<file path="config.mk">
export PLATFORM = sky130hd
export DESIGN_NAME = freq_meter_bcd_flat
export DESIGN_NICKNAME = d
export VERILOG_FILES = /design/src/rtl/freq_meter_pkg.sv /design/src/rtl/freq_meter_bcd_if.sv /design/src/rtl/freq_meter_bcd_digit_counter.sv /design/src/rtl/freq_meter_bcd.sv /design/src/flat_wrapper.sv
export SDC_FILE = /design/constraint.sdc
export NUM_CORES = 1
export LEC_CHECK = 0
export ABC_AREA = 1
export BUFFER_PORTS_ARGS = -buffer_cell sky130_fd_sc_hd__buf_2
export CAP_MARGIN = 20
export CORE_MARGIN = 5
export CORE_UTILIZATION = 54
export CTS_CLUSTER_SIZE = 28
export DETAILED_ROUTE_END_ITERATION = 8
export GPL_TIMING_DRIVEN = 0
export PLACE_DENSITY = 0.76
export SLEW_MARGIN = 30
export SYNTH_ARGS = -nofsm -noshare
export SYNTH_HDL_FRONTEND = slang
export SYNTH_SLANG_ARGS = --single-unit
</file>
<file path="constraint.sdc">
create_clock -name clk -period 2.35 [get_ports clk]
set_input_delay 0.235 -clock clk [delete_from_list [all_inputs] [get_ports clk]]
set_output_delay 0.235 -clock clk [all_outputs]
set_load 0.02 [all_outputs]
</file>
<file path="src/rtl/freq_meter_pkg.sv">
// Shared constants, FSM encoding and sizing helper for the gated BCD frequency meter.
package freq_meter_pkg;

    localparam int               DIGIT_W = 4;
    localparam logic [DIGIT_W-1:0] BCD_MAX = 4'd9;

    typedef enum logic [1:0] {
        ST_ARM   = 2'd0,
        ST_COUNT = 2'd1,
        ST_LATCH = 2'd2
    } fsm_state_t;

    // Gate timer counts 0..gate_cycles-1; never narrower than one bit.
    function automatic int timer_width(input int gate_cycles);
        return (gate_cycles > 2) ? $clog2(gate_cycles) : 1;
    endfunction

endpackage

</file>
<file path="src/rtl/freq_meter_bcd_if.sv">
// Measurement-side bundle: control/signal inputs, latched BCD result and FSM debug view.
interface freq_meter_bcd_if
    import freq_meter_pkg::*;
#(
    parameter int NUM_DIGITS = 6
);
    logic                          en;
    logic                          sig_in;
    logic [DIGIT_W*NUM_DIGITS-1:0] bcd_out;
    logic                          valid;
    logic                          overflow;
    fsm_state_t                    dbg_state;

    // valid is a one-cycle strobe with no ready: bcd_out/overflow are updated in the
    // same cycle valid is high and hold until the next strobe, so the consumer may
    // sample them on the strobe or at any later time; there is no backpressure.
    modport master (
        output en, sig_in,
        input  bcd_out, valid, overflow, dbg_state
    );

    modport slave (
        input  en, sig_in,
        output bcd_out, valid, overflow, dbg_state
    );
endinterface

</file>
<file path="src/rtl/freq_meter_bcd_digit_counter.sv">
// One packed-BCD digit: clear, increment on carry-in with 9->0 wrap, or hold on saturation.
module bcd_digit_counter
    import freq_meter_pkg::*;
(
    input  logic               clk,
    input  logic               rst,
    input  logic               clr,
    input  logic               inc,
    input  logic               sat,
    output logic [DIGIT_W-1:0] q,
    output logic [DIGIT_W-1:0] q_next,
    output logic               carry_out
);

    logic [DIGIT_W-1:0] base;

    // clr and inc together give a fresh digit of 1, so a restart cycle can still count.
    always_comb begin
        base      = clr ? '0 : q;
        carry_out = inc && (base == BCD_MAX);
        q_next    = base;
        if (inc && !sat) begin
            q_next = carry_out ? '0 : base + DIGIT_W'(1);
        end
    end

    always_ff @(posedge clk) begin
        if (rst) begin
            q <= '0;
        end else begin
            q <= q_next;
        end
    end

endmodule

</file>
<file path="src/rtl/freq_meter_bcd.sv">
// Gated frequency counter: synchronized rising edges of sig_in counted in BCD over a fixed clk window.
module freq_meter_bcd
    import freq_meter_pkg::*;
#(
    parameter int CLK_FREQ_HZ = 50_000_000,
    parameter int GATE_CYCLES = CLK_FREQ_HZ,
    parameter int NUM_DIGITS  = 6
)(
    input  logic             clk,
    input  logic             rst,
    freq_meter_bcd_if.slave  bus
);

    localparam int             TW         = timer_width(GATE_CYCLES);
    localparam int             BW         = DIGIT_W * NUM_DIGITS;
    localparam logic [TW-1:0]  TIMER_LAST = TW'(GATE_CYCLES - 1);

    if (GATE_CYCLES < 2 || CLK_FREQ_HZ < 1) begin : g_bad_param
        $error("freq_meter_bcd: GATE_CYCLES must be >= 2 and CLK_FREQ_HZ positive");
    end

    fsm_state_t              state, state_next;
    logic                    s1, s2, s3, sig_edge;
    logic [TW-1:0]           timer;
    logic                    ovf, ovf_next;
    logic                    counting, terminal, clr_cnt, sat;
    logic [NUM_DIGITS-1:0]   nine_base, inc_vec, carry;
    logic [BW-1:0]           q_all, q_next_all;

    always_ff @(posedge clk) begin
        if (rst) begin
            {s1, s2, s3} <= 3'b000;
        end else begin
            s1 <= bus.sig_in;
            s2 <= s1;
            s3 <= s2;
        end
    end

    assign sig_edge = s2 & ~s3;
    assign counting = (state == ST_COUNT) && bus.en;
    assign terminal = counting && (timer == TIMER_LAST);
    assign clr_cnt  = (state != ST_COUNT);

    always_ff @(posedge clk) begin
        if (rst) begin
            state <= ST_ARM;
        end else begin
            state <= state_next;
        end
    end

    always_comb begin
        state_next = state;
        case (state)
            ST_ARM:   state_next = ST_COUNT;
            ST_COUNT: if (terminal) state_next = ST_LATCH;
            ST_LATCH: state_next = ST_COUNT;
            default:  state_next = ST_ARM;
        endcase
    end

    // Ripple enables come from registered digits, so the carry chain has no feedback.
    always_comb begin
        for (int k = 0; k < NUM_DIGITS; k++) begin
            nine_base[k] = !clr_cnt && (q_all[DIGIT_W*k +: DIGIT_W] == BCD_MAX);
        end
        inc_vec[0] = sig_edge && (counting || (state == ST_LATCH));
        for (int k = 1; k < NUM_DIGITS; k++) begin
            inc_vec[k] = inc_vec[k-1] && nine_base[k-1];
        end
    end

    for (genvar k = 0; k < NUM_DIGITS; k++) begin : g_digit
        bcd_digit_counter u_digit (
            .clk       (clk),
            .rst       (rst),
            .clr       (clr_cnt),
            .inc       (inc_vec[k]),
            .sat       (sat),
            .q         (q_all[DIGIT_W*k +: DIGIT_W]),
            .q_next    (q_next_all[DIGIT_W*k +: DIGIT_W]),
            .carry_out (carry[k])
        );
    end

    // Every digit rolling over at once means the count was all nines: hold it there.
    assign sat      = &carry;
    assign ovf_next = (state == ST_COUNT) ? (ovf | sat) : 1'b0;

    always_ff @(posedge clk) begin
        if (rst) begin
            timer        <= '0;
            ovf          <= 1'b0;
            bus.bcd_out  <= '0;
            bus.overflow <= 1'b0;
            bus.valid    <= 1'b0;
        end else begin
            ovf       <= ovf_next;
            bus.valid <= terminal;
            if (clr_cnt || terminal) begin
                timer <= '0;
            end else if (counting) begin
                timer <= timer + TW'(1);
            end
            if (terminal) begin
                bus.bcd_out  <= q_next_all;
                bus.overflow <= ovf_next;
            end
        end
    end

    assign bus.dbg_state = state;

endmodule
</file>
<file path="src/flat_wrapper.sv">
// flat-port wrapper written by rule: the top's interface ports become plain ports
module freq_meter_bcd_flat import freq_meter_pkg::*;
#(
    parameter int CLK_FREQ_HZ = 50_000_000,
    parameter int GATE_CYCLES = CLK_FREQ_HZ,
    parameter int NUM_DIGITS  = 6
)
  (clk, rst, bus_en, bus_sig_in, bus_bcd_out, bus_valid, bus_overflow, bus_dbg_state);
  freq_meter_bcd_if #(.NUM_DIGITS(NUM_DIGITS)) bus_i ();
  input  logic clk;
  input  logic rst;
  input wire logic [$bits(bus_i.en)-1:0] bus_en;
  input wire logic [$bits(bus_i.sig_in)-1:0] bus_sig_in;
  output wire logic [$bits(bus_i.bcd_out)-1:0] bus_bcd_out;
  output wire logic [$bits(bus_i.valid)-1:0] bus_valid;
  output wire logic [$bits(bus_i.overflow)-1:0] bus_overflow;
  output wire logic [$bits(bus_i.dbg_state)-1:0] bus_dbg_state;
  assign bus_i.en = bus_en;
  assign bus_i.sig_in = bus_sig_in;
  assign bus_bcd_out = bus_i.bcd_out;
  assign bus_valid = bus_i.valid;
  assign bus_overflow = bus_i.overflow;
  assign bus_dbg_state = bus_i.dbg_state;
  freq_meter_bcd #(.CLK_FREQ_HZ(CLK_FREQ_HZ), .GATE_CYCLES(GATE_CYCLES), .NUM_DIGITS(NUM_DIGITS)) u_core (.clk(clk), .rst(rst), .bus(bus_i));
endmodule
</file>
# ---- Word-level counts from Yosys, hierarchy flattened
# Cells that the tools add are included.
dict set report classes {
  n_addsub 7
  eq_ne 16
  mux 21
  n_bitwise 3
  n_reduce_logical 33
}
# cell count
set ops {}
lappend ops {{4-bit 2-to-1 mux} 18}
lappend ops {{4-bit == test, second input constant} 11}
lappend ops {{26-bit by 1-bit adder with 26-bit output, second input constant} 1}
lappend ops {{26-bit == test, second input constant} 1}
lappend ops {{1-bit logical AND} 25}
lappend ops {{4-bit by 1-bit adder with 4-bit output, second input constant} 6}
lappend ops {{6-bit AND reduction} 1}
lappend ops {{2-bit by 1-bit != test with 1-bit output, second input constant} 2}
lappend ops {{2-bit case mux with 2 select lines} 1}
lappend ops {{2-bit OR reduction} 2}
lappend ops {{2-bit by 1-bit == test with 1-bit output, second input constant} 1}
lappend ops {{2-bit == test, second input constant} 1}
lappend ops {{1-bit logical NOT} 2}
lappend ops {{2-bit logical NOT} 1}
lappend ops {{1-bit logical OR} 2}
lappend ops {{2-bit 2-to-1 mux} 1}
lappend ops {{1-bit bitwise AND} 1}
lappend ops {{1-bit 2-to-1 mux} 1}
lappend ops {{1-bit NOT} 1}
lappend ops {{1-bit bitwise OR} 1}
dict set report totals {
  reg_bits 82
  in_bits 4
  out_inout_bits 28
  elab_cells 95
}

# ---- Logic depth before layout (Yosys ltp)
dict set report depth {
  word_depth 14
  ltp_mapped 19
  depth_no_buf 18
}

# ---- Modules after synthesis
# Synthesis repeated with hierarchy kept, for this count alone.
dict set report hier_totals {
  cells_unflattened 688
  area_unflattened_um2 4458.0
}
# mod instances cells_each area_per_inst_um2 seq_area_each_um2
set by_module_without_submodules {}
lappend by_module_without_submodules {freq_meter_bcd 1 424 2783.9 1161.1}
lappend by_module_without_submodules {bcd_digit_counter 6 44 279.0 80.1}

# ---- Worst setup path after synthesis
# No wires, ideal clock.
dict set report synth_path {
  path_kind {flip-flop to flip-flop}
  startpoint {register u_core.state[1] (netlist: u_core.bus.dbg_state[1])}
  endpoint {register u_core.bus.bcd_out[1]}
  arrival_ns 2.482
  required_time_ns 2.241
  slack_ns -0.241
  stages_incl_launch_ff 19
  path_buffers 2
  cell_sequence {dfxtp_1 inv_2 nand2_1 clkbuf_1 nor2_1 inv_1 ha_1 nand2_1 nor2_1 nand2_1 nor2_1 nand2_1 nor2_2 nand4_4 buf_6 nand3_1 nand3_1 nand2_1 inv_1}
}
dict set report synth_between {
  elab_chain_len 14
  word_cells_on_any_way 42
  classes_between {1 x add/sub; 9 x eq/ne; 8 x mux; 24 x reduce/logical}
}
# item line
set synth_lines {}
lappend synth_lines {{from (decl)} freq_meter_bcd.sv:22} ;# fsm_state_t state, state_next;
lappend synth_lines {{from (signal assigned)} freq_meter_bcd.sv:49} ;# state <= state_next;
lappend synth_lines {{2-bit by 1-bit == test with 1-bit output} freq_meter_bcd.sv:41} ;# assign counting = (state == ST_COUNT) && bus.en;
lappend synth_lines {{1-bit logical AND} freq_meter_bcd.sv:41}
lappend synth_lines {{1-bit logical OR} freq_meter_bcd.sv:68} ;# inc_vec[0] = sig_edge && (counting || (state == ST_LATCH));
lappend synth_lines {{1-bit logical AND} freq_meter_bcd.sv:68}
lappend synth_lines {{1-bit logical AND (5 in series)} freq_meter_bcd.sv:70} ;# inc_vec[k] = inc_vec[k-1] && nine_base[k-1];
lappend synth_lines {{1-bit logical AND} freq_meter_bcd_digit_counter.sv:20} ;# carry_out = inc && (base == BCD_MAX);
lappend synth_lines {{6-bit AND reduction} freq_meter_bcd.sv:88} ;# assign sat = &carry;
lappend synth_lines {{1-bit logical NOT} freq_meter_bcd_digit_counter.sv:22} ;# if (inc && !sat) begin
lappend synth_lines {{1-bit logical AND} freq_meter_bcd_digit_counter.sv:22}
lappend synth_lines {{4-bit 2-to-1 mux} freq_meter_bcd_digit_counter.sv:22}
lappend synth_lines {{to (signal assigned)} freq_meter_bcd.sv:107} ;# bus.bcd_out <= q_next_all;
lappend synth_lines {{to (decl)} freq_meter_bcd_if.sv:24} ;# output bcd_out, valid, overflow, dbg_state
# Several ways; a longest one is shown, not always the timed one.
# A chain may end at the register's enable or synchronous reset.

# ---- Final worst setup path
dict set report layout_path {
  startpoint {register u_core.state[0] (netlist: u_core.bus.dbg_state[0])}
  endpoint {register u_core.bus.bcd_out[6]}
}
# The elaborated chain is that of the path after synthesis.

==> metrics.log <==
[metrics] outcome: complete, but fails checks
[metrics] failing checks: setup timing
[metrics] pin count of the biggest net entering global routing: 15
[metrics] number of global-route vias before repair: 4039
[metrics] DR vias/cell: 5.586
[metrics] GP Congestion: 0.9268
[metrics] remaining routing DRC violations: 0
[metrics] global route overflow: 0
[metrics] share of final-layout standard cells stronger than drive strength 1: ~29%
[metrics] pin slew with the least headroom to its limit: 0.7370 ns
[metrics] CTS tree: done
[metrics] highest clock frequency the design can meet: approximately 400 MHz
[metrics] switching share of power: 25.45%
[metrics] clock transition time at the flip-flop clock pins of the worst setup and hold paths: 0.09 ns
[metrics] net count after synthesis: 613
[metrics] Critical Path End Type: flop
[metrics] top cells by area, synth: dfxtp_1, nand2_1, inv_1, nand3_1, nor2_1
[metrics] total wire length after detailed routing: 12010 um
[metrics] layout overhead on the synthesized area: 28.63%
[metrics] clock tree sinks: 82
[metrics] maximum buffer depth of the clock tree: 2
[metrics] Yosys cell types: 34
[metrics] Final Cell Area: 0.005419 sq mm
[metrics] number of buffers created by CTS: 9
[metrics] arrival time at the worst endpoint: 2.78 ns
[metrics] IR drop worst, VDD: 0.3239 mV
[metrics] Port Buffers: 31
[metrics] unrepaired setup endpoints after global routing: yes
[metrics] Final min period: between 2 and 3 ns
[metrics] DP Area: 0.004504 sq mm
[metrics] clock root buffer: clkbuf_8
[metrics] Avg Cell Area, Syn: 7.068 sq um
[metrics] initial antenna violation count: 0
[metrics] number of nets at the end of the flow: between 600 and 700
[metrics] total number of vias: 4290
[metrics] hold buffer count at cts: 0
[metrics] required time at the endpoint of the critical path: 2.63 ns
[metrics] maximum fanout along the worst path: 8
[metrics] DR iter-0 viols: 257
[metrics] Syn Std Cell Area: 0.004213 sq mm
[metrics] WL/cell: ~16 um
[metrics] area of the core region: 0.007647 sq mm
[metrics] launching element type of the critical path: flop
[metrics] DRT antenna net count: 0
[metrics] Period Utilization, post-route: 106.4%
[metrics] clock share of power: 39.7%
[metrics] Setup TNS Final: -2.560 ns
[metrics] global-route usage over all layers: 22.76%
[metrics] Comb power frac: under 10%
[metrics] setup slack of the critical path after layout: -0.1501 ns
[metrics] die height: 98.33 um
[metrics] Static Leakage: between 2 and 2.5 nW
[metrics] final clock skew: 0.01255 ns
[metrics] Pwr per Cell Area: 481.0 mW/mm^2
[metrics] Pins Over Slew Limit: 0
[metrics] first-pass GRT wire length: 18050 um
[metrics] H-Tree Depth: 3
[metrics] register area share after synthesis: roughly 39%
[metrics] library cell with the highest instance count after synthesis: nand2_1
[metrics] Cell Int Power: 0.001943 W
[metrics] effective utilization at floorplan: 55.09%
[metrics] number of setup violations in the final report: 37
[metrics] Die Outline Area: 0.009668 sq mm
[metrics] total number of placement rows: 32
[metrics] worst hold path type: in2reg
[metrics] Syn. warnings: 0
[metrics] synthesis-stage register bit count: 82
[metrics] worst setup path category: reg2reg
[metrics] number of failing hold endpoints at the final stage: 0
[metrics] width of the die: 98.33 um
[metrics] number of antenna cells inserted: 0
[metrics] I/O Pins: 32
[metrics] slew margin rel.: 50.87%
[metrics] Detailed Routing Iterations Pass 1: 5
[metrics] Synth top cells by count: nand2_1, inv_1, dfxtp_1
[metrics] Synth Instances: 596
[metrics] Post-synth top flop: dfxtp_1
[metrics] asr flop ratio synth: 0%
[metrics] switching power: 0.0006634 W
[metrics] post-synthesis cell type with the largest combined area: dfxtp_1
[metrics] clk_lat worst skew: between 0.3 and 0.4 ns
[metrics] maximum capacitance violations: 0
[metrics] Yosys top cell area share: 38.97%
[metrics] share of the core filled with cells in the final layout: 70.86%
[metrics] register share of total power: 53.6%
[metrics] detailed placement HPWL: 7411 um
[metrics] EDFF count, synth: 0
[through the flow]
step,setup slack (ns),power (W),hold slack (ns),std cells
after floorplan,0.02930,0.001509,0.3278,596
after detailed placement,-0.4894,0.001549,0.3970,729
final,-0.1501,0.002607,0.07662,768
after global placement,-0.3970,0.001548,0.3976,729
after CTS,0.002010,0.002587,0.07584,757
after global routing,-0.2468,0.002690,0.06974,768
[sequential cells by signal (all words and copies together), names as in the netlist]
name and flops:
u_core.timer 26, u_core.bus.bcd_out 24, u_core.g_digit.u_digit.q 24, u_core.bus.dbg_state 2, u_core.bus.overflow 1, u_core.bus.valid 1, u_core.ovf 1, u_core.s1 1
u_core.s2 1, u_core.s3 1
[layer usage]
metal	wire [um]	track usage [%]
met1	4950	26.34
met2	5966	39.16
met3	563	4.500
met4	527	12.61
met5	0	0
[cell families after synthesis]
| group | count (synthesis) | share of synthesized area [%] |
|---|---|---|
| flip-flops | 82 | 38.97 |
| AO/OA/AOI/OAI | 72 | 10.13 |
| AND/OR/NAND/NOR | 303 | 32.67 |
| buffers and inverters | 105 | 10.01 |
| adder cells (fa/ha/maj) | 13 | 3.861 |
| XOR/XNOR | 21 | 4.366 |
[power groups by stage]
| stage | Sequential, W | Clock [W] | Combinational (W) |
|---|---|---|---|
| 2_1_floorplan | 0.00143 | 0 | 0.0000758 |
| 3_3_place_gp | 0.00143 | 0 | 0.000117 |
| 3_5_place_dp | 0.00143 | 0 | 0.000119 |
| 4_1_cts | 0.00140 | 0.00104 | 0.000152 |
| 5_1_grt | 0.00140 | 0.00111 | 0.000181 |
| 6_report | 0.00140 | 0.00104 | 0.000173 |
[layout make-up]
| class | instances | area [sq um] |
|---|---|---|
| buffer | 16 | 123.9 |
| clock buffer | 9 | 123.9 |
| clock inverter | 6 | 67.56 |
| fill | 566 | 2228 |
| inverter | 89 | 346.6 |
| multi-input combinational | 410 | 2636 |
| sequential | 82 | 1647 |
| tap | 102 | 127.6 |
| timing repair buffer | 54 | 346.6 |
[cells in the final DEF, fill, tap and decap left out, types with 2 or more instances in the layout]
cell type   instances
nand2_1            90
inv_1              81
dfxtp_1            80
nor2_1             59
nand3_1            39
buf_2              33
nand2_2            28
a21oi_1            19
buf_4              19
o21a_1             18
o21ai_0            16
a21oi_2            15
xor2_1             14
nor2_2             13
nor2_4             12
nor3_1             12
nand3_2            12
nand3_4            11
nand4_1            11
ha_1               11
clkbuf_8            9
xnor2_1             7
clkbuf_1            6
nand2_4             6
inv_2               4
buf_6               4
clkbuf_2            4
nand4_4             3
or2_2               3
inv_4               2
buf_8               2
nor3b_1             2
clkinvlp_4          2
[final timing paths]
path	start	to	slack (ns)	depth (start not counted)
max	u_core.bus.dbg_state[0]	u_core.bus.bcd_out[6]	-0.15	17
min	bus_sig_in	u_core.s1	0.08	3
max reg2reg	u_core.bus.dbg_state[0]	u_core.bus.bcd_out[6]	-0.15	17
min reg2reg	u_core.s1	u_core.s2	0.41	2
[what timing repair did]
| item | CTS | global route |
|---|---|---|
| pin swaps | 14 | 18 |
| gates cloned | 3 | 0 |
| setup buffers | 10 | 11 |
| endpoints found under the setup margin | 50 | 70 |
| resized for setup | 33 | 111 |
| hold endpoints to repair | 0 | 0 |
[critical path, cell delays in order, from the launching register on]
cell and delay [ns]:
dfxtp_2 0.34, buf_12 0.14, nand2_8 0.08, clkbuf_16 0.17
buf_4 0.13, nor2_4 0.04, inv_1 0.05, ha_1 0.13
nand4_1 0.13, nor2_2 0.18, nand2_2 0.08, nor2_4 0.16
nand4_4 0.21, buf_8 0.24, nand3_4 0.07, nand3_1 0.10
nand2_1 0.11, inv_1 0.04
No activity file was read; power rests on OpenSTA's default activity.
